$ cat src/rtl/handshake_rr_arbiter_pkg.sv
// Shared constants and types for the handshake round-robin arbiter.
package handshake_rr_arbiter_pkg;

  function automatic int unsigned ptr_width(input int unsigned n);
    return (n > 1) ? $clog2(n) : 1;
  endfunction

  localparam int unsigned DEFAULT_N     = 3;
  localparam int unsigned DEFAULT_WIDTH = 4;
  localparam int unsigned DEFAULT_PTR_W = ptr_width(DEFAULT_N);

  typedef enum logic {
    EMPTY = 1'b0,
    FULL  = 1'b1
  } state_e;

endpackage

$ cat src/rtl/rr_priority_pick.sv
// Rotating-priority search: first set bit of valid_i starting at ptr_i,
// wrapping modulo N. Purely combinational.
module rr_priority_pick #(
  parameter int unsigned N  = 3,
  parameter int unsigned PW = 2
) (
  input  logic [N-1:0]  valid_i,
  input  logic [PW-1:0] ptr_i,
  output logic [N-1:0]  grant_o,
  output logic [PW-1:0] idx_o
);

  logic [31:0]  cand;
  logic [N-1:0] vshift;
  logic         found;

  // Walk candidates ptr, ptr+1, ... (mod N) and keep the first valid one.
  always_comb begin
    grant_o = '0;
    idx_o   = '0;
    cand    = '0;
    vshift  = '0;
    found   = 1'b0;
    for (int unsigned k = 0; k < N; k++) begin
      cand   = (32'(ptr_i) + k) % N;
      vshift = valid_i >> cand;
      if (!found && vshift[0]) begin
        grant_o = N'(1) << cand;
        idx_o   = PW'(cand);
        found   = 1'b1;
      end
    end
  end

endmodule

$ cat src/rtl/handshake_rr_arbiter.sv
// N-to-1 valid/ready round-robin arbiter with a single output register.
// Optional checkers: define HANDSHAKE_RR_ARBITER_ASSERT_EN.
module handshake_rr_arbiter
  import handshake_rr_arbiter_pkg::*;
#(
  parameter int unsigned N     = DEFAULT_N,
  parameter int unsigned WIDTH = DEFAULT_WIDTH
) (
  input  logic                      CLK,
  input  logic                      ASYNCRESETN,
  input  logic [N-1:0]              req_valid,
  input  logic [N*WIDTH-1:0]        req_data,
  output logic [N-1:0]              req_ready,
  output logic                      out_valid,
  output logic [WIDTH-1:0]          out_data,
  output logic [ptr_width(N)-1:0]   out_src,
  input  logic                      out_ready
);

  localparam int unsigned PW = ptr_width(N);

  state_e           state_q, state_d;
  logic [WIDTH-1:0] data_q, data_d;
  logic [PW-1:0]    src_q, src_d;
  logic [PW-1:0]    ptr_q, ptr_d;

  logic [N-1:0]     grant;
  logic [PW-1:0]    win_idx;
  logic [WIDTH-1:0] sel_data;
  logic             in_xfer;
  logic             out_xfer;

  rr_priority_pick #(
    .N  (N),
    .PW (PW)
  ) u_pick (
    .valid_i (req_valid),
    .ptr_i   (ptr_q),
    .grant_o (grant),
    .idx_o   (win_idx)
  );

  // Ready goes to the winner only when the register can accept a beat;
  // reset gates it directly so it is low regardless of CLK.
  always_comb begin
    req_ready = '0;
    if (ASYNCRESETN && ((state_q == EMPTY) || out_ready)) begin
      req_ready = grant;
    end
  end

  // Mux the winning requester's payload.
  always_comb begin
    sel_data = '0;
    for (int unsigned j = 0; j < N; j++) begin
      if (win_idx == PW'(j)) begin
        sel_data = req_data[j*WIDTH +: WIDTH];
      end
    end
  end

  assign in_xfer  = |req_ready;
  assign out_xfer = (state_q == FULL) && out_ready;

  // Next state: a fill wins over a drain (same-cycle drain+fill stays FULL).
  always_comb begin
    state_d = state_q;
    data_d  = data_q;
    src_d   = src_q;
    ptr_d   = ptr_q;
    if (in_xfer) begin
      state_d = FULL;
      data_d  = sel_data;
      src_d   = win_idx;
      ptr_d   = (win_idx == PW'(N-1)) ? '0 : win_idx + PW'(1);
    end else if (out_xfer) begin
      state_d = EMPTY;
    end
  end

  // Output register and priority pointer.
  always_ff @(posedge CLK or negedge ASYNCRESETN) begin
    if (!ASYNCRESETN) begin
      state_q <= EMPTY;
      data_q  <= '0;
      src_q   <= '0;
      ptr_q   <= '0;
    end else begin
      state_q <= state_d;
      data_q  <= data_d;
      src_q   <= src_d;
      ptr_q   <= ptr_d;
    end
  end

  assign out_valid = (state_q == FULL);
  assign out_data  = data_q;
  assign out_src   = src_q;

`ifdef HANDSHAKE_RR_ARBITER_ASSERT_EN
  logic [PW+1:0] wait_q [N];

  // Count transfers granted to others while each requester keeps valid high.
  always_ff @(posedge CLK or negedge ASYNCRESETN) begin
    if (!ASYNCRESETN) begin
      for (int unsigned i = 0; i < N; i++) wait_q[i] <= '0;
    end else begin
      for (int unsigned i = 0; i < N; i++) begin
        if (!req_valid[i] || req_ready[i]) begin
          wait_q[i] <= '0;
        end else if (in_xfer && (wait_q[i] <= (PW+2)'(N))) begin
          wait_q[i] <= wait_q[i] + 1'b1;
        end
      end
    end
  end

  a_ready_onehot0: assert property (@(posedge CLK) disable iff (!ASYNCRESETN)
    $onehot0(req_ready));

  a_out_stall: assert property (@(posedge CLK) disable iff (!ASYNCRESETN)
    out_valid && !out_ready |=> out_valid && $stable(out_data) && $stable(out_src));

  for (genvar g = 0; g < N; g++) begin : g_req_chk
    a_req_hold: assert property (@(posedge CLK) disable iff (!ASYNCRESETN)
      req_valid[g] && !req_ready[g] |=>
        req_valid[g] && $stable(req_data[g*WIDTH +: WIDTH]));

    a_no_starve: assert property (@(posedge CLK) disable iff (!ASYNCRESETN)
      wait_q[g] <= (PW+2)'(N));
  end
`else
  // Default build carries no checkers.
`endif

endmodule

$ cat config.mk
export PLATFORM = sky130hd
export DESIGN_NAME = handshake_rr_arbiter
export DESIGN_NICKNAME = d
export VERILOG_FILES = /design/src/rtl/handshake_rr_arbiter_pkg.sv /design/src/rtl/rr_priority_pick.sv /design/src/rtl/handshake_rr_arbiter.sv
export SDC_FILE = /design/constraint.sdc
export NUM_CORES = 1
export LEC_CHECK = 0
export ABC_AREA = 0
export CAP_MARGIN = 20
export CORE_ASPECT_RATIO = 1.4
export CORE_MARGIN = 2
export CORE_UTILIZATION = 35
export DETAILED_ROUTE_END_ITERATION = 8
export HOLD_SLACK_MARGIN = 0.03
export REMOVE_ABC_BUFFERS = 1
export SYNTH_ARGS = -nofsm -noshare
export SYNTH_HDL_FRONTEND = slang
export SYNTH_SLANG_ARGS = --single-unit
$ cat constraint.sdc
create_clock -name CLK -period 4.1 [get_ports CLK]
set_input_delay 0.615 -clock CLK [delete_from_list [all_inputs] [get_ports CLK]]
set_output_delay 0.615 -clock CLK [all_outputs]
set_load 0.05 [all_outputs]
# After elaboration in Yosys (flattened, before gate mapping)
# Index checks and enable logic that the tools add are counted.
# totals
ff_bits,9
latchBits,0
ram_bits,0
rom_bits,0
input_bits,18
output_inout_bits,10
elab_cells,44
memories,0
# op_classes
add_sub_neg,3
mul,0
div,3
magnitude_cmp,0
n_eq_ne,2
shift,6
muxes,15
bitwise,1
reduce_logical,10
# op_table
operator,n
$shl A1 B32 Y3 const A,3
$shr A3 B32 Y1,3
$mod A32 B2 Y32 const B,2
$mod A2 B2 Y32 const B,1
$mux W3,4
$mux W4,3
$mux W2,4
$logic_and A1 B1 Y1,4
$mux W1,4
$add A2 B1 Y3 const B,1
$add A2 B2 Y3 const B,1
$reduce_or A3 Y1,1
$add A2 B1 Y2 const B,1
$eq A2 B1 Y1 const B,1
$eq A2 B2 Y1 const B,1
$logic_not A1 Y1,2
$logic_not A2 Y1,1
$reduce_bool A2 Y1,1
$logic_or A1 B1 Y1,1
$not A1 Y1,1

# Depth between registers and ports, before layout
# Gate-level depths: netlist of run 1.
# depth
ltp_word,13
ltp_mapped,12
mapped_depth_nobuf,12

# Cells and area by module
# Synthesis of run 1 repeated with hierarchy kept, for this count alone.
# unflattened
hier_cells,81
hier_area_um2,858.3
# modules_own_cells
mod,n_inst,cells_each,area_each_um2,seq_area_each_um2
handshake_rr_arbiter,1,35,467.9,225.2
rr_priority_pick,1,46,390.4,0.0

# Least setup slack after synthesis of run 1
# Ideal clock, no wire load.
# synth_timing
path_type,register to output
from,register ptr_q[0]
to,output req_ready[2]
arrival_ns,3.104
required_time_ns,3.485
path_slack_ns,0.381
stages_incl_launch_ff,11
n_path_buf,0
path_cell_list,dfrtp_1 > inv_1 > ha_1 > inv_1 > nand3_1 > ha_1 > nand4bb_1 > a21oi_4 > nand2_1 > a21o_4 > nor2_1
# synth_via
elab_chain_len,10
word_cells_on_any_way,21
cone_classes,2 x add/sub; 3 x div; 6 x shift; 6 x mux; 4 x reduce/logical
# synth_lines
item,line_no,source
start: declaration,handshake_rr_arbiter.sv:25,"logic [PW-1:0] ptr_q, ptr_d;"
start signal: assignment,handshake_rr_arbiter.sv:92,ptr_q <= ptr_d;
"parallel branches: the longest is 8 deep, another holds $mod A32 B2 Y32",--,
$mux W3 *,rr_priority_pick.sv:27,if (!found && vshift[0]) begin
$mux W3 *,handshake_rr_arbiter.sv:47,if (ASYNCRESETN && ((state_q == EMPTY) || out_ready)) begin
end: declaration,handshake_rr_arbiter.sv:13,"output logic [N-1:0] req_ready,"
# Mark *: on every way between the ends.

# Worst setup path after layout of run 1
# Same ends and word-level chain as after synthesis.

==> results of run 1 <==
routing by layer:
| layer | routed length [um] | vias to the layer above | global-route usage |
|---|---|---|---|
| li1 | - | 458 | - |
| met5 | 0 | - | 0 |
| met2 | 1458 | 22 | 0.2900 |
| met3 | 75 | 2 | 0.01923 |
| met4 | 24 | 0 | 0.04678 |
| met1 | 1004 | 460 | 0.1673 |
logic make-up after synthesis:
| logic type | share of synthesized area |
|---|---|
| adders and majority gates | 0.1142 |
| AOI/OAI and AO/OA | 0.3539 |
| muxes | 0.09361 |
| buffers and inverters | 0.07534 |
| DFF | 0.2055 |
| and+or+nand+nor | 0.1576 |
how the worst min path moves through the flow:
stage                                         end  slack [ps]  cells past startpoint
after global routing       out_src[1]$_DFFE_PN0P_         480                      1
after global placement     out_src[1]$_DFFE_PN0P_         460                      1
after floorplan           out_data[0]$_DFFE_PN0P_         320                      0
after detailed placement   out_src[1]$_DFFE_PN0P_         470                      1
after CTS                  out_src[1]$_DFFE_PN0P_         480                      1
final                      out_src[1]$_DFFE_PN0P_         470                      1
power by group through the flow:
| stage | registers, uW | logic, uW | clock network [uW] |
|---|---|---|---|
| after floorplan | 285 | 768 | 0 |
| after global placement | 165 | 1130 | 0 |
| after detailed placement | 168 | 1150 | 0 |
| after CTS | 167 | 1150 | 104 |
| after global routing | 173 | 1240 | 111 |
| final | 166 | 1150 | 101 |
layout make-up:
cell class / instances / share of cell area
Timing Repair Buffer: 28 / 0.1933
Clock buffer: 3 / 0.02823
Multi-Input combinational cell: 76 / 0.5389
Tap cell: 39 / 0.03336
Clock inverter: 1 / 0.003422
Inverter: 19 / 0.04876
Sequential cell: 9 / 0.1540
sequential cells by signal, indices dropped and copies added, names as in the netlist:
| signal | count |
|---|---|
| out_data | 4 |
| out_src | 2 |
| out_valid | 1 |
| ptr_q | 2 |
stage by stage:
stage | setup WS [ps] | utilization | std cells
6_report | 272.4 | 0.4775 | 175
2_1_floorplan | 380.5 | - | 104
3_5_place_dp | 422.8 | 0.4600 | 170
4_1_cts | 154.3 | 0.4751 | 174
3_3_place_gp | 546.7 | 0.4600 | 170
5_1_grt | 72.75 | 0.4775 | 175
worst max-delay path, stage by stage (launching register included):
cell and delay [ps]:
dfrtp_1 440, inv_1 130, ha_1 420, inv_1 180, nand3_1 100, ha_1 300, nand4bb_1 300, a21oi_4 270
nand2_1 160, a21o_4 280, nor2_1 220, buf_12 170
placed cells by master (no fill, tap or decap), types with 2 or more instances in the layout:
cell type | synthesis | final
a311oi_1 | 8 | 8
clkbuf_8 | 0 | 3
ha_1 | 10 | 10
nand4b_4 | 2 | 2
nor2_1 | 3 | 3
buf_4 | 0 | 3
nand3_1 | 2 | 2
inv_1 | 19 | 19
nand2_1 | 7 | 7
clkdlybuf4s50_1 | 0 | 24
dfrtp_1 | 9 | 9
mux2i_2 | 2 | 2
mux2i_1 | 6 | 6
a211oi_1 | 5 | 5
repair_timing:
action                                  CTS  global route
setup buffers                             0             1
endpoints found under the setup margin    0             1
resized for setup                         0             0
==> key figures, run 1 <==
Synthesis
  • YS warnings: 0
  • Synth top area share: 0.2055
  • Synthesized cell area: 1096 um^2
  • Synth cell count leaders: inv_1, ha_1, dfrtp_1
  • Syn Inst Count: 105
  • Syn Area/Cell: 10.44 um^2
  • Seq cells post-synth: 9
  • Number of distinct library cells after synthesis: 43
  • Most common cell in the netlist: inv_1
  • Main area contributors after synthesis: dfrtp_1, ha_1, inv_1
  • Ys flop type: dfrtp_1
  • Cell taking the most area after synthesis: dfrtp_1
  • Register area share after synthesis: 0.2055
  • Fraction of registers with async set/reset: 1.000
  • EDFF count, synth: 0

STA
  • Clk_skew: 6.777 ps
  • Final setup viols: 0
  • Slew HR: 0.6041
  • Final Critical Period: 3828 ps
  • Final Hold Slack: 469.6 ps
  • Hold Vio Cnt, Final: 0
  • Crit share post-route: 0.9336
  • Final max-slew violation count: 0
  • Unrepaired setup endpoints after global routing: no
  • Worst slew pin tran: 587.6 ps
  • Max Freq: 261.3 MHz
  • Fin Setup TNS: 0 ps

Drt
  • Vias per inst: 5.383
  • ANT nets after route: 0
  • Routed WL: 2.562 mm
  • Vias: 942
  • First-pass detailed-route iteration total: 3
  • Starting DRT DRC Count: 24
  • DRC: 0
  • Wirelength per Cell: 14.64 um

Setup path
  • WP data arrival: 3210 ps
  • R2r setup slk: 700 ps
  • FF-to-FF path depth: 12
  • CP max FO: 7
  • WS Path Type: reg -> out
  • CP Capture Type: output port
  • Critical Path Start: ptr_q[0]$_DFFE_PN0P_
  • CP Capture Point: req_ready[2]
  • Critical path launch point type: flop
  • Worst reg2reg endpoint: out_data[1]$_DFFE_PN0P_
  • Critical Path RT: 3480 ps
  • Worst r2r src: ptr_q[0]$_DFFE_PN0P_

Die
  • Initial core utilization: 0.3578
  • Site Rows: 24
  • Die width: 51.30 um
  • Floorplan Core Area: 3063 um^2
  • IO Pins: 28
  • Die area: 3602 um^2
  • DIE HEIGHT: 70.22 um

Worst hold path
  • Worst min-delay path category: reg -> reg
  • Min-delay src: out_src[1]$_DFFE_PN0P_

Cells and area
  • Total Nets Final: 165
  • Area grow syn2layout: 33.45%
  • Ant. Diodes: 0
  • Seq. cell area: 225.2 um^2
  • Multi-input gate area: 788.3 um^2
  • Layout cells sized above 1: 0.2279
  • Final instance area: 1463 um^2
  • Fill count: 296

Placement
  • DP Area: 1409 um^2
  • IO buf count: 27
  • RePlAce Congestion: 0.8287
  • Hpwl dp: 2.185 mm

Power
  • Comb pwr share: 0.812
  • P_sw: 732.3 uW
  • Flop pwr share: 0.117
  • Internal power: 688.1 uW
  • Final Power: 1420 uW
  • Leak: 0.0006414 uW
  • PD cells: 971.1 nW/um^2
  • Sw Ratio: 0.5155
  • Worst IR Drop VDD: 0.0004924 V
  • Clock network fraction of total power: 0.071

CTS
  • CTS tree: yes
  • Sink Count: 9
  • Clk_lat worst skew: 230 ps
  • H-tree Lvls: 1
  • Cts-stage hold buffer count: 0
  • Clock root buffer: clkbuf_8
  • Clk buf depth: 2
  • Clock-pin slew on the worst setup and hold paths: 50 ps
  • Total CTS buffers: 3

Global routing
  • Pin count of the biggest net entering global routing: 11
  • First-pass GRT wire length: 4.174 mm
  • Vias in the first global route: 961
  • GRT Overall Usage: 0.1520
  • Antenna violations before repair: 0
  • Total gr overflow: 0

Run status
  • Status: finished clean

Run
  • Max-cap viol count: 0
Note: power is estimated with default switching activity, not from simulation.
==> run 2: changes to the inputs <==
CORE_MARGIN = 5   (was 2)
==> key figures, run 2 (synthesis gave the netlist of run 1 again) <==
Die
  • DIE HEIGHT: 76.22 um (was 70.22 um)
  • Die width: 57.30 um (was 51.30 um)
  • Die area: 4367 um^2 (was 3602 um^2)
  • Initial core utilization: 0.3578 (unchanged)
  • Site Rows: 24 (unchanged)
  • Floorplan Core Area: 3063 um^2 (unchanged)
  • IO Pins: 28 (unchanged)

STA
  • Fin Setup TNS: 0 ps (unchanged)
  • Max Freq: 266.7 MHz (was 261.3 MHz)
  • Hold Vio Cnt, Final: 0 (unchanged)
  • Final setup viols: 0 (unchanged)
  • Crit share post-route: 0.9145 (was 0.9336)
  • Final max-slew violation count: 0 (unchanged)
  • Worst slew pin tran: 550.1 ps (was 587.6 ps)
  • Slew HR: 0.6333 (was 0.6041)
  • Clk_skew: 2.074 ps (was 6.777 ps)
  • Final WS setup: 350.5 ps (was 272.4 ps)
  • Unrepaired setup endpoints after global routing: no (unchanged)
  • Final Critical Period: 3749 ps (was 3828 ps)

CTS
  • CTS tree: yes (unchanged)
  • Setup Fix Bufs, Post-CTS: 0 (unchanged)
  • Cts-stage hold buffer count: 0 (unchanged)
  • Clk_lat worst skew: 230 ps (about the same)
  • Sink Count: 9 (unchanged)
  • Clock root buffer: clkbuf_8 (unchanged)
  • Post-CTS resize count: 0 (unchanged)
  • Clock-pin slew on the worst setup and hold paths: 40 ps (was 50 ps)
  • Clk buf depth: 2 (unchanged)
  • Total CTS buffers: 3 (unchanged)
  • H-tree Lvls: 1 (unchanged)

Global routing
  • Grt met3 use: 0.03051 (was 0.01923)
  • GRT Overall Usage: 0.1266 (was 0.1520)
  • Pin count of the biggest net entering global routing: 11 (unchanged)
  • Busiest grt layer: met2 (unchanged)
  • First-pass GRT wire length: 4.409 mm (was 4.174 mm)
  • Antenna violations before repair: 0 (unchanged)
  • Met2 usage: 0.2311 (was 0.2900)
  • Total gr overflow: 0 (unchanged)
  • Vias in the first global route: 938 (was 961)
  • Met1 Use GR: 0.1374 (was 0.1673)

Setup path
  • WP data arrival: 3130 ps (was 3210 ps)
  • WS Path Type: reg -> out (unchanged)
  • Critical path launch point type: flop (unchanged)
  • CP Capture Type: output port (unchanged)
  • Critical Path RT: 3480 ps (about the same)
  • CP max FO: 7 (unchanged)

Placement
  • DP Area: 1409 um^2 (unchanged)
  • RePlAce Congestion: 0.7824 (was 0.8287)
  • Hpwl dp: 2.252 mm (was 2.185 mm)
  • IO buf count: 27 (unchanged)
  • Pre-CTS setup slack: 438.0 ps (was 422.8 ps)

Cells and area
  • Final instance area: 1469 um^2 (was 1463 um^2)
  • Commonest non-fill, non-tap cell in the layout: clkdlybuf4s50_1 (unchanged)
  • Layout cells sized above 1: 0.2263 (was 0.2279)
  • Ant. Diodes: 0 (unchanged)
  • Total Nets Final: 166 (was 165)
  • Fill count: 308 (was 296)
  • Largest register FFs: 4 (unchanged)
  • Area grow syn2layout: 34.02% (was 33.45%)
  • Most frequent cells in the layout: clkdlybuf4s50_1, inv_1, ha_1, dfrtp_1, a311oi_1 (unchanged)

Power
  • Worst IR Drop VDD: 0.0005706 V (was 0.0004924 V)
  • Final Power: 1428 uW (was 1420 uW)
  • PD cells: 972.0 nW/um^2 (was 971.1 nW/um^2)
  • Leak: 0.0006432 uW (was 0.0006414 uW)

Drt
  • Wirelength per Cell: 14.86 um (was 14.64 um)
  • Routed WL: 2.615 mm (was 2.562 mm)
  • Vias per inst: 5.256 (was 5.383)
  • ANT nets after route: 0 (unchanged)
  • Vias: 925 (was 942)
  • DRC: 0 (unchanged)
  • First-pass detailed-route iteration total: 6 (was 3)
  • Starting DRT DRC Count: 14 (was 24)

Run
  • Max-cap viol count: 0 (unchanged)

Run status
  • Status: finished clean (unchanged)

Worst hold path
  • Worst min-delay path category: reg -> reg (unchanged)
## run 2: final timing paths
check / slack (ps) / startpoint / to / cells after the start
max: 350 / ptr_q[0]$_DFFE_PN0P_ / req_ready[2] / 11
min: 480 / out_src[1]$_DFFE_PN0P_ / out_src[1]$_DFFE_PN0P_ / 1
max reg2reg: 820 / ptr_q[0]$_DFFE_PN0P_ / out_data[0]$_DFFE_PN0P_ / 12
min reg2reg: 480 / out_src[1]$_DFFE_PN0P_ / out_src[1]$_DFFE_PN0P_ / 1
max in group asynchronous: 3100 / ASYNCRESETN / out_data[1]$_DFFE_PN0P_ / 1
min in group asynchronous: 700 / ASYNCRESETN / ptr_q[1]$_DFFE_PN0P_ / 1
## run 2: metal layers
layer	up-vias	wire [um]
li1	460	-
met1	437	1056
met2	24	1365
met3	4	147
met4	0	46
met5	-	0
## run 2: cell type report
cell class	instances	area [um^2]	share of cell area
flip-flops and latches	9	225.2	0.1533
repair buffers	29	290.3	0.1976
clock buffers	4	45.04	0.03066
inverters	19	71.32	0.04855
multi-input cells	76	788.3	0.5366
well taps	39	48.80	0.03322
## run 2: through the flow
stage,hold WS (ps),util,instances
2_1_floorplan,319.4,-,104
3_3_place_gp,461.8,0.4600,170
3_5_place_dp,470.6,0.4600,170
4_1_cts,480.1,0.4747,174
5_1_grt,519.0,0.4796,176
6_report,478.3,0.4796,176
## run 2: critical path, stage by stage (launching register included)
cell	delay (ps)
dfrtp_1	440
inv_1	130
ha_1	420
inv_1	170
nand3_1	100
ha_1	300
nand4bb_1	290
a21oi_4	230
nand2_1	160
a21o_4	280
nor2_1	220
buf_12	180
## run 2: report_power, final
group / total, uW / internal (uW) / switching (uW) / leakage (uW)
registers: 167 / 137 / 30.2 / 0.000110
logic: 1160 / 493 / 667 / 0.000510
clock network: 101 / 67.6 / 33.7 / 0.0000228
total: 1430 / 697 / 730 / 0.000643
==> patch 1 (flow settings as in run 1) <==
Set the package constant `DEFAULT_WIDTH` to 6 (it was 4).
--- a/src/rtl/handshake_rr_arbiter_pkg.sv
+++ b/src/rtl/handshake_rr_arbiter_pkg.sv
@@ -6,7 +6,7 @@
   endfunction
 
   localparam int unsigned DEFAULT_N     = 3;
-  localparam int unsigned DEFAULT_WIDTH = 4;
+  localparam int unsigned DEFAULT_WIDTH = 6;
   localparam int unsigned DEFAULT_PTR_W = ptr_width(DEFAULT_N);
 
   typedef enum logic {
Ports: changed (resized out_data and req_data); port bits go from 28 to 36. The function was not compared with the original's and may differ.
==> patch 1 against run 1 <==
- cell area shrank 0.94%
- register-to-register slack improved by 0.06 ns
- die area decreased by 6.4%
- non-clock buffer count increased by 10
- setup slack better by 0.14 ns
- sequential power grew 23%
- clock power rose by 7%
- count of clock-buffer cells in the layout is 1 higher
- sequential cell count increased by 2
- area after synthesis fell by 6.8%
- wire length down 2.5%
- power decreased by 5.4%
- core utilization grew 3.6 points
- largest cell class unchanged
- highest routed layer unchanged
==> patch 1: results (changes against run 1) <==
| Metric | Value |
|---|---|
| Placed wire-length estimate after detailed placement | 2.096 mm (-4.1%) |
| Routed WL | 2.498 mm (-2.5%) |
| Detailed-routing iteration count for the pre-antenna-repair pass | 4 (+1) |
| Tot GR Track Use | 16.82% (+1.6 points) |
| Post-route clock skew | 0.002521 ns (-0.004256 ns) |
| Met2 usage in global routing | 31.83% (+2.8 points) |
| Clock Power | 0.108 mW (+7%) |
| Placement Cell Area | 1404 µm² (-0.35%) |
| Flip-flop count of the largest register after layout | 6 (+2) |
| R2R setup slack | 0.76 ns (+0.06 ns) |
| Cell count after synthesis | 117 (+11%) |
| Top achievable clock speed | 271.3 MHz (+3.8%) |
| Wire length of the first global-routing pass | 4.485 mm (+7.5%) |
| Iter 0 DRT Violations | 7 (-71%) |
| Routed length on met1 | 935 µm (-6.9%) |
| Worst slew pin tran | 0.5059 ns (-0.08171 ns) |
| Setup slack after placement | 0.2241 ns (-0.1987 ns) |
| Number of global-route vias before repair | 1032 (+7.4%) |
| Final-layout worst hold slack | 0.4832 ns (+0.01362 ns) |
| Maximum number of pins on one net before global-route repair | 14 (+3) |
| Pwr dens | 927.7 nW/µm² (-4.5%) |
| Global routing usage on met1 | 17.30% (+0.56 points) |
| Number of distinct library cells after synthesis | 36 (-16%) |
| Routability congestion estimate from global placement | 0.9426 (+14%) |
| Switching power share of the total | 52.39% (+0.84 points) |
| Ys flop type | dfrtp_1 |
| Area contributors post-synth | dfrtp_1 (27%), ha_1 (12%), mux2i_1 (7.8%) |
| Worst stage delay on the critical path | 0.42 ns (-0.02 ns) |
| Sequential element share of the synthesized area | 26.96% (+6.4 points) |
| Routed wl met2 | 1.325 mm (-9.1%) |
| Result of the run | completed |
| Min-Delay Startpoint | out_src[1] |
| Share of cells above drive strength 1 | 11.76% (-11 points) |
| Met3 wire length | 158 µm (+110%) |
| Met3 track utilization from global routing | 3.493% (+1.6 points) |
| Min-Delay Path Depth | 2 (+1) |
| Number of buffers added on ports | 35 (+30%) |
| Average wire length per cell after detail routing | 13.15 µm (-10%) |
| Worst ir drop on vdd | 0.5194 mV (+5.5%) |
| Number of buffers on the longest clock path | 2 (unchanged) |
| Highest fanout seen on the critical path | 5 (-2) |
| NumNets Final | 188 (+14%) |
| Critical path capture point | req_ready[1] |
| Detailed-route via count | 970 (+3.0%) |
| Top cells by count, synth | inv_1 (13), dfrtp_1 (11), nand2_1 (11), nor2_1 (11), ha_1 (10) |
| Static Leak | 0.6524 nW (+1.7%) |
| Combinational gate power | 1.03 mW (-10%) |
## patch 1: changes by cell type in the layout (fill, tap and decap cells not counted), moves of 3 or more
cell	change
inv_1	-6
a221oi_1	+6
a21oi_1	+4
nand4b_1	+3
a211oi_1	-5
a311oi_1	-8
nand2_1	+4
nor2_1	+8
clkdlybuf4s50_1	+8
## patch 1: cell type report
type	instances	area (µm²)
Timing Repair Buffer	38	375.4
Multi-Input combinational cell	86	654.4
Inverter	14	52.55
Fill cell	300	1371
Tap cell	37	46.29
Clock buffer	4	45.04
Sequential cell	11	275.3
## patch 1: what timing repair did
item | 4_1_cts | 5_1_grt
endpoints found under the setup margin | 1 | 2
gates resized for setup | 1 | 3
buffers inserted | 0 | 0
## patch 1: cells by family after synthesis
logic type	share of synthesized area [%]
fa+ha+maj	12.25
buf+inv	9.435
compound gates	21.94
mux	9.314
simple gates	20.10
flops	26.96
## patch 1: worst min-delay path, cell delays in order (launching register included)
cell	delay (ns)
dfrtp_1	0.34
nand2_1	0.05
nand2_1	0.05
==> patch 2 (config.mk and constraints of run 1) <==
Made on the original files. Take the reset off `data_q` and load it in a clocked block of its own.
--- a/src/rtl/handshake_rr_arbiter.sv
+++ b/src/rtl/handshake_rr_arbiter.sv
@@ -82,15 +82,17 @@
   always_ff @(posedge CLK or negedge ASYNCRESETN) begin
     if (!ASYNCRESETN) begin
       state_q <= EMPTY;
-      data_q  <= '0;
       src_q   <= '0;
       ptr_q   <= '0;
     end else begin
       state_q <= state_d;
-      data_q  <= data_d;
       src_q   <= src_d;
       ptr_q   <= ptr_d;
     end
+  end
+
+  always_ff @(posedge CLK) begin
+    data_q <= data_d;
   end
 
   assign out_valid = (state_q == FULL);
Function: differs if ASYNCRESETN is asserted again (counterexample within 4 cycles, from zero or initial values and one cycle with ASYNCRESETN low); with ASYNCRESETN held inactive, the same outputs for 10 cycles.
==> patch 2 against run 1 <==
- clock skew shrank 0.0065 ns
- area after synthesis shrank 21%
- cell area is 19% lower
- power decreased by 27%
- count of clock-buffer cells in the layout up 1
- setup slack got worse by 0.035 ns
- synthesized cell count shrank 17%
- core utilization rose by 2.2 points
- sequential share of layout area is 5.3 points higher
- via count fell by 21%
- wire length down 26%
- sequential cell count unchanged
- critical endpoint unchanged
- largest power group unchanged
==> patch 2: results (changes against run 1) <==
| Metric | Value |
|---|---|
| Result of the run | completed |
| Pwr dens | 873.5 nW/µm² (-10%) |
| Number of global-route vias before repair | 746 (-22%) |
| Maximum number of pins on one net before global-route repair | 10 (-1) |
| Switching power share of the total | 50.40% (-1.2 points) |
| Setup slack after placement | 0.5135 ns (+0.09071 ns) |
| Share of the synthesized area in compound gates (AO/OA/AOI/OAI) | 28.26% (-7.1 points) |
| Portion of netlist area occupied by mux cells | 8.551% (-0.81 points) |
| Sequential element share of the synthesized area | 28.41% (+7.9 points) |
| Worst stage delay on the critical path | 0.44 ns (about the same) |
| Hold worst-path end | out_src[0] |
| Fraction of area in clock buffers and inverters | 2.222% (-0.94 points) |
| CP Data Arrival Time | 3.25 ns (+0.04 ns) |
| Worst ir drop on vdd | 0.4279 mV (-13%) |
| Static Leak | 0.5420 nW (-15%) |
| Slew HR | 55.64% (-4.8 points) |
| Share of cells above drive strength 1 | 15.52% (-7.3 points) |
| Power drawn by the sequential cells | 0.181 mW (+9%) |
| Sequential standard cell area | 245.2 µm² (+8.9%) |
| Placement Cell Area | 1147 µm² (-19%) |
| Number of buffers added on ports | 27 (unchanged) |
| Adder and majority gate portion of the synthesized area | 14.49% (+3.1 points) |
| Placed wire-length estimate after detailed placement | 1.592 mm (-27%) |
| NumNets Final | 145 (-12%) |
| Async set or reset register ratio after synthesis | 55.56% (-44 points) |
| Fill cell instance count of the final layout | 229 (-23%) |
| Iter 0 DRT Violations | 13 (-46%) |
| Worst r2r dst | out_data[0] |
| Count of multi-input gates | 64 (-16%) |
| Post-CTS setup repair buffer count | 0 (unchanged) |
| Number of distinct library cells after synthesis | 36 (-16%) |
| Flip-flop count of the largest register after layout | 4 (unchanged) |
| Routed WL | 1.885 mm (-26%) |
| Clock network latency to the later pin of the worst-skew pair | 0.25 ns (+0.02 ns) |
| Wire length of the first global-routing pass | 3.111 mm (-25%) |
| Area contributors post-synth | dfrtp_1 (14%), ha_1 (14%), edfxtp_1 (14%) |
| Routability congestion estimate from global placement | 0.8487 (+2.4%) |
| Relative contribution of combinational cells to total power | 76.1% (-5.1 points) |
| Number of clock-tree buffers in the layout | 4 (+1) |
| Non-clk buf share | 23.92% (+4.6 points) |
| Number of antenna violations at the first check in global routing | 0 (unchanged) |
| Clock Tree Root | clkbuf_4 |
| Overall power of the completed layout | 1.033 mW (-27%) |
| Number of logic inverters in the finished layout | 11 (-8) |
| R2R depth | 11 (-1) |
| Gate family responsible for the most delay along the worst path | adder cells |
| Highest fanout seen on the critical path | 8 (+1) |
| Period minus WS final | 3.862 ns (+0.03479 ns) |
| Tot GR Track Use | 14.22% (-0.98 points) |
| EDFF count, synth | 4 (+4) |
| Top cells by count, synth | inv_1 (11), ha_1 (10), a22o_1 (5), dfrtp_1 (5), nor2_1 (5) |
| Min-Delay Startpoint | out_src[0] |
## patch 2: cell count changes after synthesis, moves of 3 or more
cell / change
nand2_1: -3
dfrtp_1: -4
a21o_1: +3
edfxtp_1: +4
a211oi_1: -5
inv_1: -8
a311oi_1: -8
a22o_1: +5
## patch 2: per-layer routing
layer	track usage, %	vias up	part of all wire [%]
li1	-	376	-
met1	14.47	348	37
met2	26.91	19	58
met3	1.734	0	4.8
met4	5.357	0	0
met5	0	-	0
## patch 2: stage by stage
step,cells,hold WS [ns]
after floorplan,84,0.3194
after global placement,135,0.4943
after detailed placement,135,0.5061
after CTS,139,0.5197
after global routing,139,0.5291
final,139,0.5129
## patch 2: cells by family (layout without fill, tap and decap cells)
logic type | count (synthesis) | after routing
compound gates | 28 | 28
flops | 9 | 9
mux | 7 | 7
fa+ha+maj | 10 | 10
buf+inv | 14 | 43
simple gates | 19 | 19
